--- src/rtl/node_activity_monitor.sv ---
// Observes one subcircuit node over a programmed window of valid samples,
// counts toggles and rare-value hits, and reports one record per window.
module node_activity_monitor #(
    parameter int WIN_W = 16,
    parameter int CNT_W = 16
) (
    input  logic             CLK,
    input  logic             RST,
    input  logic             start,
    input  logic [WIN_W-1:0] win_len,
    input  logic             rare_val,
    input  logic [CNT_W-1:0] rare_thresh,
    input  logic             node_in,
    input  logic             node_valid,
    output logic             busy,
    output logic             rpt_valid,
    input  logic             rpt_ready,
    output logic [CNT_W-1:0] toggle_cnt,
    output logic [CNT_W-1:0] rare_cnt,
    output logic             alarm
);

    typedef enum logic [1:0] {IDLE, RUN, REPORT} state_t;

    state_t           state, state_nx;
    logic [WIN_W-1:0] win_len_q;
    logic [WIN_W-1:0] samp_cnt;
    logic [CNT_W-1:0] thresh_q;
    logic             rare_val_q;
    logic             prev;
    logic             have_prev;

    logic launch;
    logic sample_ok;
    logic last_sample;

    assign launch      = (state == IDLE) && start && (win_len != '0);
    assign sample_ok   = (state == RUN) && node_valid;
    // samp_cnt never exceeds win_len_q-1 in RUN, so the increment cannot wrap.
    assign last_sample = sample_ok && (WIN_W'(samp_cnt + 1'b1) == win_len_q);

    always_comb begin
        state_nx = state;
        case (state)
            IDLE:    if (launch)      state_nx = RUN;
            RUN:     if (last_sample) state_nx = REPORT;
            REPORT:  if (rpt_ready)   state_nx = IDLE;
            default: state_nx = IDLE;
        endcase
    end

    always_ff @(posedge CLK) begin
        if (RST) state <= IDLE;
        else     state <= state_nx;
    end

    always_ff @(posedge CLK) begin
        if (RST) begin
            win_len_q  <= '0;
            samp_cnt   <= '0;
            thresh_q   <= '0;
            rare_val_q <= 1'b0;
            prev       <= 1'b0;
            have_prev  <= 1'b0;
            toggle_cnt <= '0;
            rare_cnt   <= '0;
        end else if (launch) begin
            win_len_q  <= win_len;
            rare_val_q <= rare_val;
            thresh_q   <= rare_thresh;
            samp_cnt   <= '0;
            have_prev  <= 1'b0;
            toggle_cnt <= '0;
            rare_cnt   <= '0;
        end else if (sample_ok) begin
            samp_cnt  <= samp_cnt + 1'b1;
            prev      <= node_in;
            have_prev <= 1'b1;
            if (have_prev && (node_in != prev) && (toggle_cnt != '1))
                toggle_cnt <= toggle_cnt + 1'b1;
            if ((node_in == rare_val_q) && (rare_cnt != '1))
                rare_cnt <= rare_cnt + 1'b1;
        end
    end

    // Counts are frozen in REPORT, so a combinational compare stays stable.
    assign busy      = (state != IDLE);
    assign rpt_valid = (state == REPORT);
    assign alarm     = (state == REPORT) && (rare_cnt <= thresh_q);

endmodule

--- config.mk ---
export PLATFORM = sky130hd
export DESIGN_NAME = node_activity_monitor
export DESIGN_NICKNAME = d
export VERILOG_FILES = /design/src/rtl/node_activity_monitor.sv
export SDC_FILE = /design/constraint.sdc
export NUM_CORES = 1
export LEC_CHECK = 0
export ABC_CLOCK_PERIOD_IN_PS = 4800
export CORE_ASPECT_RATIO = 0.7
export CORE_MARGIN = 10
export CORE_UTILIZATION = 35
export CTS_BUF_LIST = sky130_fd_sc_hd__clkbuf_8
export DETAILED_ROUTE_END_ITERATION = 7
export GPL_TIMING_DRIVEN = 0
export HOLD_SLACK_MARGIN = 0.05
export SYNTH_ARGS = -nofsm -noshare
export SYNTH_HDL_FRONTEND = slang
export SYNTH_SLANG_ARGS = --single-unit
--- constraint.sdc ---
create_clock -name CLK -period 4.8 [get_ports CLK]
set_input_delay 0.48 -clock CLK [delete_from_list [all_inputs] [get_ports CLK]]
set_output_delay 0.48 -clock CLK [all_outputs]
set_load 0.1 [all_outputs]
==> results by group, run 1 <==
Logic synthesis
  • Ys async rst share: 0%
  • Part of the Yosys area used for sequential elements: 38.68%
  • Top cell type's share of synthesized area: 38.68%
  • EDFF count, synth: 0
  • Post-synthesis register bit count: 85
  • Post-Synth Adder-Cell Area: 5.404%
  • YS warnings: 0
  • Post-Syn Area: 4399 sq um
  • Main synth FF type: dfxtp_1
  • Mapped Cells: 503
  • Cell taking the most area after synthesis: dfxtp_1
  • Simple-gate share of the synthesized area: 23.89%
  • Syn Nets: 561
  • Synth Area in Compound Gates: 8.362%
  • Xor/xnor share of the synthesized area: 11.55%
  • Main combinational cell family by area after synthesis: simple AND/OR/NAND/NOR gates
  • Ranking of synthesized cells by area: dfxtp_1 39%, mux2i_1 8.0%, nor2_1 7.4%
  • Post-Syn Area per Cell: 8.746 sq um
  • Mux cell area share after synthesis: 7.964%
  • Yosys cell types: 51

STA
  • Fmax: 268.9 MHz
  • Final setup TNS: 0 ns
  • Final Max Slew Viols: 0
  • Tmin final: 3.718 ns
  • RSZ-0062 raised after global routing: no
  • Final hold violations: 0
  • Final setup violation count: 0
  • Final period util: 77.46%
  • Worst-margin pin slew: 1.003 ns
  • Slew headroom: 32.92%
  • Clk_skew: 0.01208 ns

Pwr
  • Pleak: 2.093 nW
  • Total Power: 1.462 mW
  • Power per cell area: 264.2 nW/um^2
  • VDD IR-drop max: 0.0001333 V

Clocking
  • Max Root-Sink Buffers: 2
  • # H-tree levels: 3
  • CTS tree: done
  • Cts hold-fix bufs: 0
  • CTS resizes: 0
  • Clock-pin slew on the worst setup and hold paths: 0.09 ns
  • TritonCTS buffer count: 9
  • Clk root buf: clkbuf_8
  • Clock latency on the worst-skew pair: 0.37 ns
  • Post-CTS setup buffer count: 0
  • Clock sinks: 85

Routing
  • Routed WL: 11570 um
  • Antenna-violating nets left: 0
  • DRC violations left: 0
  • Vias: 3783
  • Routed wire length per instance: 15.38 um
  • DRT iter0 DRCs: 152
  • Vias per cell: 5.031
  • Detailed Routing Iterations Pass 1: 4

Cells and area
  • Area growth, synth to finish: 25.82%
  • Layout cell share with drive strength beyond 1: 4.746%
  • Nets@finish: 644
  • Ant. Diodes: 0
  • Post-route design area: 5535 sq um

Floorplan
  • Die Span X: 154 um
  • Starting Density: 35.54%
  • Die ar.: 17530 sq um
  • Die H: 113.8 um
  • # IOs: 74
  • Site row count: 34
  • Core Box Area: 12380 sq um

Setup path
  • Crit. End Element: primary output
  • Top delay family on crit path: buffers and inverters
  • Cell depth of the worst flop-to-flop path: 6
  • Stages on worst setup path: 8
  • Crit path required time: 4.32 ns
  • Slowest stage cell, crit path: clkdlybuf4s50_1
  • Setup CP Type: reg -> out
  • CP bufs+invs: 1
  • Max incr delay on CP: 1.17 ns
  • Critical Path Start Type: register
  • Critical-path cell list: ha_1 > nor2b_1 > o21a_1 > o21a_1 > o21ai_0 > a21oi_1 > o21ai_0 > clkdlybuf4s50_1
  • Arr. time, crit path: 3.24 ns
  • CP max FO: 7

Place
  • Post-DP HPWL: 9140 um
  • Placed Instance Area: 5323 sq um
  • Final Wtd Congestion: 0.8401
  • Port bufs: 72

Min path
  • HP Class: reg -> reg
  • Worst hold path depth: 2

Global routing
  • Global-route wire length before repair: 19430 um
  • Total track usage: 13.29%
  • Antenna violations before repair: 0
  • Largest net degree at the start of global routing: 15
  • Aggregate global routing overflow: 0
  • Vias in the first global route: 3869

Run status
  • Outcome: completed

Job
  • Maxcap violations: 0
==> per-stage QoR <==
stage               instances  hold slack [ns]  worst slack (ns)  util (%)
finish                    752           0.4779             1.082     44.71
global route              752           0.4981            0.8913     44.71
CTS                       752           0.4733             1.017     44.71
detailed placement        737           0.4607             1.433     43.00
global placement          737           0.4562             1.487     43.00
floorplan                 503           0.4399            0.1711         -
==> cells in the mapped netlist (5+ instances only) <==
library cell,instances
ha_1,19
nor4_1,8
nand2_1,31
nor2_1,87
xnor2_1,31
nand4_1,16
o21a_1,5
nand3_1,16
nor3_1,6
nand2b_1,6
and3_1,9
a21oi_1,14
dfxtp_1,85
buf_2,5
clkbuf_1,8
and4_1,10
xor2_1,27
inv_1,21
or3_1,8
mux2i_1,35
o21ai_0,13
==> layout by cell type, fill, tap and decap left out, drive strengths merged, types with 3 or more instances in the layout <==
cell	netlist	layout
or3	8	8
nor4	9	9
nor3	6	6
inv	21	21
nand2	31	31
and3	9	9
nand4	17	17
buf	7	7
clkdlybuf4s50	0	72
o21a	5	5
nand3	16	16
a21oi	14	14
a21o	3	3
nor3b	3	3
nand2b	6	6
xnor2	31	31
xor2	27	27
dfxtp	85	85
nor2	88	88
mux2i	35	35
clkbuf	11	20
ha	19	19
and4	10	10
o21ai	13	13
==> cell families after synthesis <==
| group | count (synthesis) |
|---|---|
| compound gates | 55 |
| buf+inv | 39 |
| simple gates | 212 |
| fa+ha+maj | 19 |
| flops | 85 |
| xor+xnor | 58 |
| mux | 35 |
==> registers in the layout, indices dropped and copies added, names as in the netlist <==
signal / cells
rare_cnt: 16
samp_cnt: 16
thresh_q: 16
toggle_cnt: 16
win_len_q: 16
state: 2
have_prev: 1
prev: 1
rare_val_q: 1
==> worst paths after layout <==
| check | from | to | slack [ns] |
|---|---|---|---|
| worst max-delay path | rare_cnt[1]$_SDFFE_PP0P_ | alarm | 1.08 |
| worst min-delay path | prev$_SDFFE_PP0P_ | prev$_SDFFE_PP0P_ | 0.48 |
| worst max register to register | samp_cnt[0]$_SDFFE_PP0P_ | state[0]$_SDFFE_PP0P_ | 2.22 |
| worst min register to register | prev$_SDFFE_PP0P_ | prev$_SDFFE_PP0P_ | 0.48 |
==> metal layers <==
layer | track usage (%) | up-vias | routed length (um)
met1 | 17.65 | 1790 | 5863
met2 | 20.59 | 65 | 5022
met4 | 3.641 | 0 | 125
met5 | 0 | - | 0
met3 | 3.761 | 10 | 555
li1 | - | 1918 | -
==> power by group <==
| part | total, mW | switching, mW | leakage (nW) | internal (mW) |
|---|---|---|---|---|
| clock network | 0.558 | 0.268 | 0.101 | 0.290 |
| logic | 0.163 | 0.0825 | 1.30 | 0.0802 |
| registers | 0.741 | 0.0169 | 0.691 | 0.724 |
| total | 1.46 | 0.368 | 2.09 | 1.09 |
==> worst reg2reg max path, stage by stage, from the launching register on <==
cell and delay [ns]:
dfxtp_1 0.45, ha_1 0.28, nand3_1 0.30, or3_1 0.43, a2111oi_0 0.57, nand4_1 0.23, o21a_1 0.22
==> cell type report <==
class | instances | area, sq um
tap | 162 | 202.7
timing repair buffer | 72 | 720.7
multi-input combinational | 379 | 2515
inverter | 21 | 78.83
sequential | 85 | 1702
fill | 1186 | 6844
clock buffer | 9 | 123.9
buffer | 18 | 103.9
clock inverter | 6 | 88.84
Note: power is estimated with default switching activity, not from simulation.
==> run 2, diff against run 1 <==
- ABC_CLOCK_PERIOD_IN_PS: 4800 -> 3170
- clock period: 4.8 -> 3.17 ns (I/O delays scaled with it)
==> results by group, run 2 (synthesis gave the netlist of run 1 again) <==
Run status
  • Outcome: completed

Clocking
  • Clk root buf: clkbuf_8
  • Clock sinks: 85
  • Clock-pin slew on the worst setup and hold paths: 0.08 ns
  • TritonCTS buffer count: 9
  • Max Root-Sink Buffers: 2
  • # H-tree levels: 3
  • CTS tree: done
  • Cts hold-fix bufs: 0
  • Clock latency on the worst-skew pair: 0.37 ns

STA
  • Final Max Slew Viols: 0
  • Final period util: 94.73%
  • Tmin final: 3.003 ns
  • Slew headroom: 33.64%
  • Final hold violations: 0
  • Worst-margin pin slew: 0.9923 ns
  • Final setup violation count: 0
  • Final WS setup: 0.1670 ns
  • RSZ-0062 raised after global routing: no
  • Clk_skew: 0.006922 ns
  • Fmax: 333.0 MHz

Pwr
  • VDD IR-drop max: 0.0002010 V
  • Total Power: 2.348 mW
  • Power per cell area: 419.6 nW/um^2
  • Pleak: 2.129 nW

Routing
  • DRT iter0 DRCs: 177
  • Routed WL: 11760 um
  • Vias: 3820
  • Antenna-violating nets left: 0
  • DRC violations left: 0
  • Detailed Routing Iterations Pass 1: 4
  • Routed wire length per instance: 15.61 um
  • Vias per cell: 5.073

Global routing
  • Aggregate global routing overflow: 0
  • Global-route wire length before repair: 19090 um
  • Largest net degree at the start of global routing: 14
  • Total track usage: 13.26%
  • Vias in the first global route: 3675
  • Antenna violations before repair: 0

Place
  • DP Worst Slack: -0.003405 ns
  • Post-DP HPWL: 9282 um
  • Dpl cells: 737
  • Final Wtd Congestion: 0.8500
  • Port bufs: 72

Floorplan
  • # IOs: 74
  • Starting Density: 35.54%
  • Site row count: 34
  • Die H: 113.8 um
  • Die ar.: 17530 sq um
  • Die Span X: 154 um
  • Core Box Area: 12380 sq um

Cells and area
  • Most common cell after layout, fill and taps aside: nor2_1
  • Utilization after layout: 45.19%
  • Ant. Diodes: 0
  • Filler Cells Inserted: 1172
  • Non-filler cells in the finished layout: 753
  • Most frequent cells in the layout: 87 x nor2_1, 85 x dfxtp_1, 71 x clkdlybuf4s50_1
  • Area growth, synth to finish: 27.16%
  • Layout cell share with drive strength beyond 1: 5.076%
  • Nets@finish: 644

Min path
  • HP Class: in -> reg

Setup path
  • Critical-path cell list: ha_1 > nor2b_1 > o21a_1 > o21a_1 > o21ai_0 > a21oi_1 > o21ai_4 > clkdlybuf4s15_2
  • CP max FO: 7
  • Setup CP Type: reg -> out
  • Max incr delay on CP: 0.57 ns
  • Top delay family on crit path: compound AO/OA/AOI/OAI gates
  • Crit. End Element: primary output
  • Arr. time, crit path: 2.69 ns
  • Critical Path Start Type: register
  • Crit path required time: 2.85 ns
  • Cell mode on critical path: o21a_1
  • Slowest stage cell, crit path: clkdlybuf4s15_2
  • CP bufs+invs: 1

Job
  • Maxcap violations: 0
-- run 2: cell types whose count changed in the layout (fill, tap and decap cells not counted), sizes merged --
cell	previous run	this run
clkdlybuf4s50	72	71
bufinv	2	3
clkinvlp	2	0
clkbuf	20	23
clkinv	2	0
inv	21	22
clkdlybuf4s15	0	1
-- run 2: worst paths after layout --
| check | start | to | slack (ns) | cells after the start |
|---|---|---|---|---|
| max | rare_cnt[1]$_SDFFE_PP0P_ | alarm | 0.17 | 8 |
| min | RST | thresh_q[5]$_SDFFE_PP0P_ | 0.39 | 2 |
| max reg2reg | samp_cnt[0]$_SDFFE_PP0P_ | state[0]$_SDFFE_PP0P_ | 0.62 | 6 |
| min reg2reg | prev$_SDFFE_PP0P_ | prev$_SDFFE_PP0P_ | 0.48 | 2 |
-- run 2: worst register-to-register path, cell delays in order, from the launching register on --
cell and delay, ns:
dfxtp_1 0.46, ha_1 0.29, nand3_1 0.29, or3_1 0.42, a2111oi_0 0.55, nand4_1 0.22, o21a_1 0.21
-- run 2: what timing repair did --
| action | in CTS | in global routing |
|---|---|---|
| setup endpoints to repair | 1 | 0 |
| buffers inserted | 0 | 0 |
| gates resized for setup | 3 | 0 |
-- run 2: per-layer routing --
metal / vias to the layer above / track usage (%) / share of wire, %
met5: - / 0 / 0
met4: 0 / 4.896 / 1.6
met3: 14 / 4.137 / 7.7
met2: 103 / 20.11 / 43
met1: 1784 / 17.29 / 47
li1: 1919 / - / -
-- run 2: per-stage QoR --
step                hold slack (ns)  setup TNS (ns)  area (sq um)
detailed placement           0.4645       -0.003405          5334
CTS                          0.3894               0          5594
finish                       0.3900               0          5594
floorplan                    0.4363               0          4410
global placement             0.4554               0          5334
global route                 0.4096               0          5594
-- run 2: final cells by class --
| cell class | count | area (sq um) | share of cell area, % |
|---|---|---|---|
| clock inverter | 4 | 93.84 | 1.677 |
| sequential | 85 | 1702 | 30.42 |
| inverter | 21 | 78.83 | 1.409 |
| multi-input combinational | 379 | 2526 | 45.16 |
| buffer | 18 | 103.9 | 1.856 |
| clock buffer | 12 | 165.2 | 2.952 |
| tap | 162 | 202.7 | 3.623 |
| timing repair buffer | 72 | 721.9 | 12.91 |
-- run 2: where the power goes --
part	switching, mW	internal, mW
logic	0.128	0.122
registers	0.0269	1.10
clock network	0.389	0.586
==> run 3, diff against run 2 <==
- ABC_CLOCK_PERIOD_IN_PS: 3170 -> 3500
- clock period: 3.17 -> 3.5 ns (I/O delays scaled with it)
==> results by group, run 3 (synthesis gave the netlist of run 1 again) <==
STA
  • Worst-margin pin slew: 1.010 ns
  • Clk_skew: 0.009975 ns
  • Final period util: 91.74%
  • Tmin final: 3.211 ns
  • Final setup violation count: 0
  • Final setup TNS: 0 ns
  • Final WS setup: 0.2892 ns
  • Final Max Slew Viols: 0
  • Fmax: 311.5 MHz
  • RSZ-0062 raised after global routing: no
  • Slew headroom: 32.46%
  • Final hold violations: 0

Setup path
  • Critical Path Start Type: register
  • Crit Reg-Reg Startpoint: samp_cnt[0]$_SDFFE_PP0P_
  • Start point of the critical path: rare_cnt[1]$_SDFFE_PP0P_
  • Crit. End Element: primary output
  • End of the critical path: alarm
  • R2R Setup Slk: 0.95 ns
  • Reg-to-reg endpoint: state[0]$_SDFFE_PP0P_
  • Cell depth of the worst flop-to-flop path: 6
  • CP max FO: 7
  • Setup CP Type: reg -> out
  • Crit path required time: 3.15 ns
  • Arr. time, crit path: 2.86 ns

Cells and area
  • Ant. Diodes: 0
  • Non-filler cells in the finished layout: 753
  • Most frequent cells in the layout: 87 x nor2_1, 85 x dfxtp_1, 71 x clkdlybuf4s50_1
  • Layout cell share with drive strength beyond 1: 4.907%
  • Post-route design area: 5517 sq um
  • Nets@finish: 644
  • Most common cell after layout, fill and taps aside: nor2_1
  • Area growth, synth to finish: 25.40%

Place
  • Port bufs: 72
  • Final Wtd Congestion: 0.8401
  • Post-DP HPWL: 9146 um
  • DP Worst Slack: 0.3846 ns
  • Dpl cells: 737
  • Placed Instance Area: 5326 sq um

Pwr
  • Pleak: 2.095 nW
  • Total Power: 1.935 mW
  • VDD IR-drop max: 0.0001419 V
  • Power per cell area: 350.7 nW/um^2

Min path
  • HP Class: in -> reg
  • Worst hold path depth: 2

Global routing
  • Largest net degree at the start of global routing: 15
  • Global-route wire length before repair: 19170 um
  • Total track usage: 13.17%
  • Met3 Track Usage GR: 4.513%
  • Antenna violations before repair: 0
  • Aggregate global routing overflow: 0
  • M1 GR Usage: 17.75%
  • Met2 GRT Util: 19.37%
  • Vias in the first global route: 3757
  • Most Crowded Layer GR: met2

Clocking
  • Clock-pin slew on the worst setup and hold paths: 0.08 ns
  • CTS tree: done
  • TritonCTS buffer count: 9
  • Max Root-Sink Buffers: 2
  • Cts hold-fix bufs: 0
  • Clk root buf: clkbuf_8
  • Clock sinks: 85
  • # H-tree levels: 3
  • Post-CTS setup buffer count: 0
  • Clock latency on the worst-skew pair: 0.37 ns

Floorplan
  • Starting Density: 35.54%
  • Die H: 113.8 um
  • Die ar.: 17530 sq um
  • Die Span X: 154 um
  • Site row count: 34
  • Core Box Area: 12380 sq um
  • # IOs: 74

Routing
  • Routed wire length per instance: 15.41 um
  • Detailed Routing Iterations Pass 1: 4
  • Antenna-violating nets left: 0
  • DRT iter0 DRCs: 191
  • DRC violations left: 0
  • Vias per cell: 5.094
  • Vias: 3836
  • Routed WL: 11600 um

Job
  • Maxcap violations: 0

Run status
  • Outcome: completed
-- run 3: changes by cell type in the layout (fill, tap and decap cells not counted), sizes merged --
cell,delta
clkdlybuf4s15,-1
dlygate4sd2,+1
bufinv,-2
clkbuf,-3
clkinvlp,+2
clkinv,+3
-- run 3: stage by stage --
step / utilization [%] / hold slack [ns]
global placement: 43.03 / 0.4553
floorplan: - / 0.4399
CTS: 44.56 / 0.4318
detailed placement: 43.03 / 0.4638
global route: 44.56 / 0.4522
finish: 44.56 / 0.4323
-- run 3: area by class of cell --
| cell class | count | area, sq um |
|---|---|---|
| clock inverters | 7 | 67.56 |
| repair buffers | 72 | 719.4 |
| clock buffers | 9 | 123.9 |
| multi-input cells | 379 | 2519 |
| well taps | 162 | 202.7 |
| flip-flops and latches | 85 | 1702 |
| fillers | 1199 | 6863 |
| inverters | 21 | 78.83 |
| plain buffers | 18 | 103.9 |
-- run 3: routing by layer --
layer | up-vias | wire length, um
met4 | 0 | 138
li1 | 1927 | -
met3 | 11 | 831
met5 | - | 0
met1 | 1811 | 5762
met2 | 87 | 4868
-- run 3: worst max-delay path, cell delays in order, from the launching register on --
cell and delay (ns):
dfxtp_1 0.48, ha_1 0.29, nor2b_1 0.14, o21a_1 0.16, o21a_1 0.16, o21ai_0 0.14
a21oi_1 0.10, o21ai_2 0.16, dlygate4sd2_1 0.87
-- run 3: worst min path at each step --
stage / end / from / slack [ns]
2_1_floorplan: have_prev$_SDFFE_PP0P_ / have_prev$_SDFFE_PP0P_ / 0.44
3_3_place_gp: have_prev$_SDFFE_PP0P_ / have_prev$_SDFFE_PP0P_ / 0.46
3_5_place_dp: prev$_SDFFE_PP0P_ / prev$_SDFFE_PP0P_ / 0.46
4_1_cts: thresh_q[4]$_SDFFE_PP0P_ / RST / 0.43
5_1_grt: thresh_q[3]$_SDFFE_PP0P_ / RST / 0.45
6_report: thresh_q[5]$_SDFFE_PP0P_ / RST / 0.43
-- run 3: what timing repair did --
item / in CTS / in global routing
endpoints found under the setup margin: 1 / 0
hold endpoints to repair: 0 / 0
gates resized for setup: 1 / 0
-- run 3: report_power, final --
part / switching (mW) / internal [mW]
clock network: 0.367 / 0.326
logic: 0.115 / 0.110
registers: 0.0235 / 0.993
total: 0.505 / 1.43
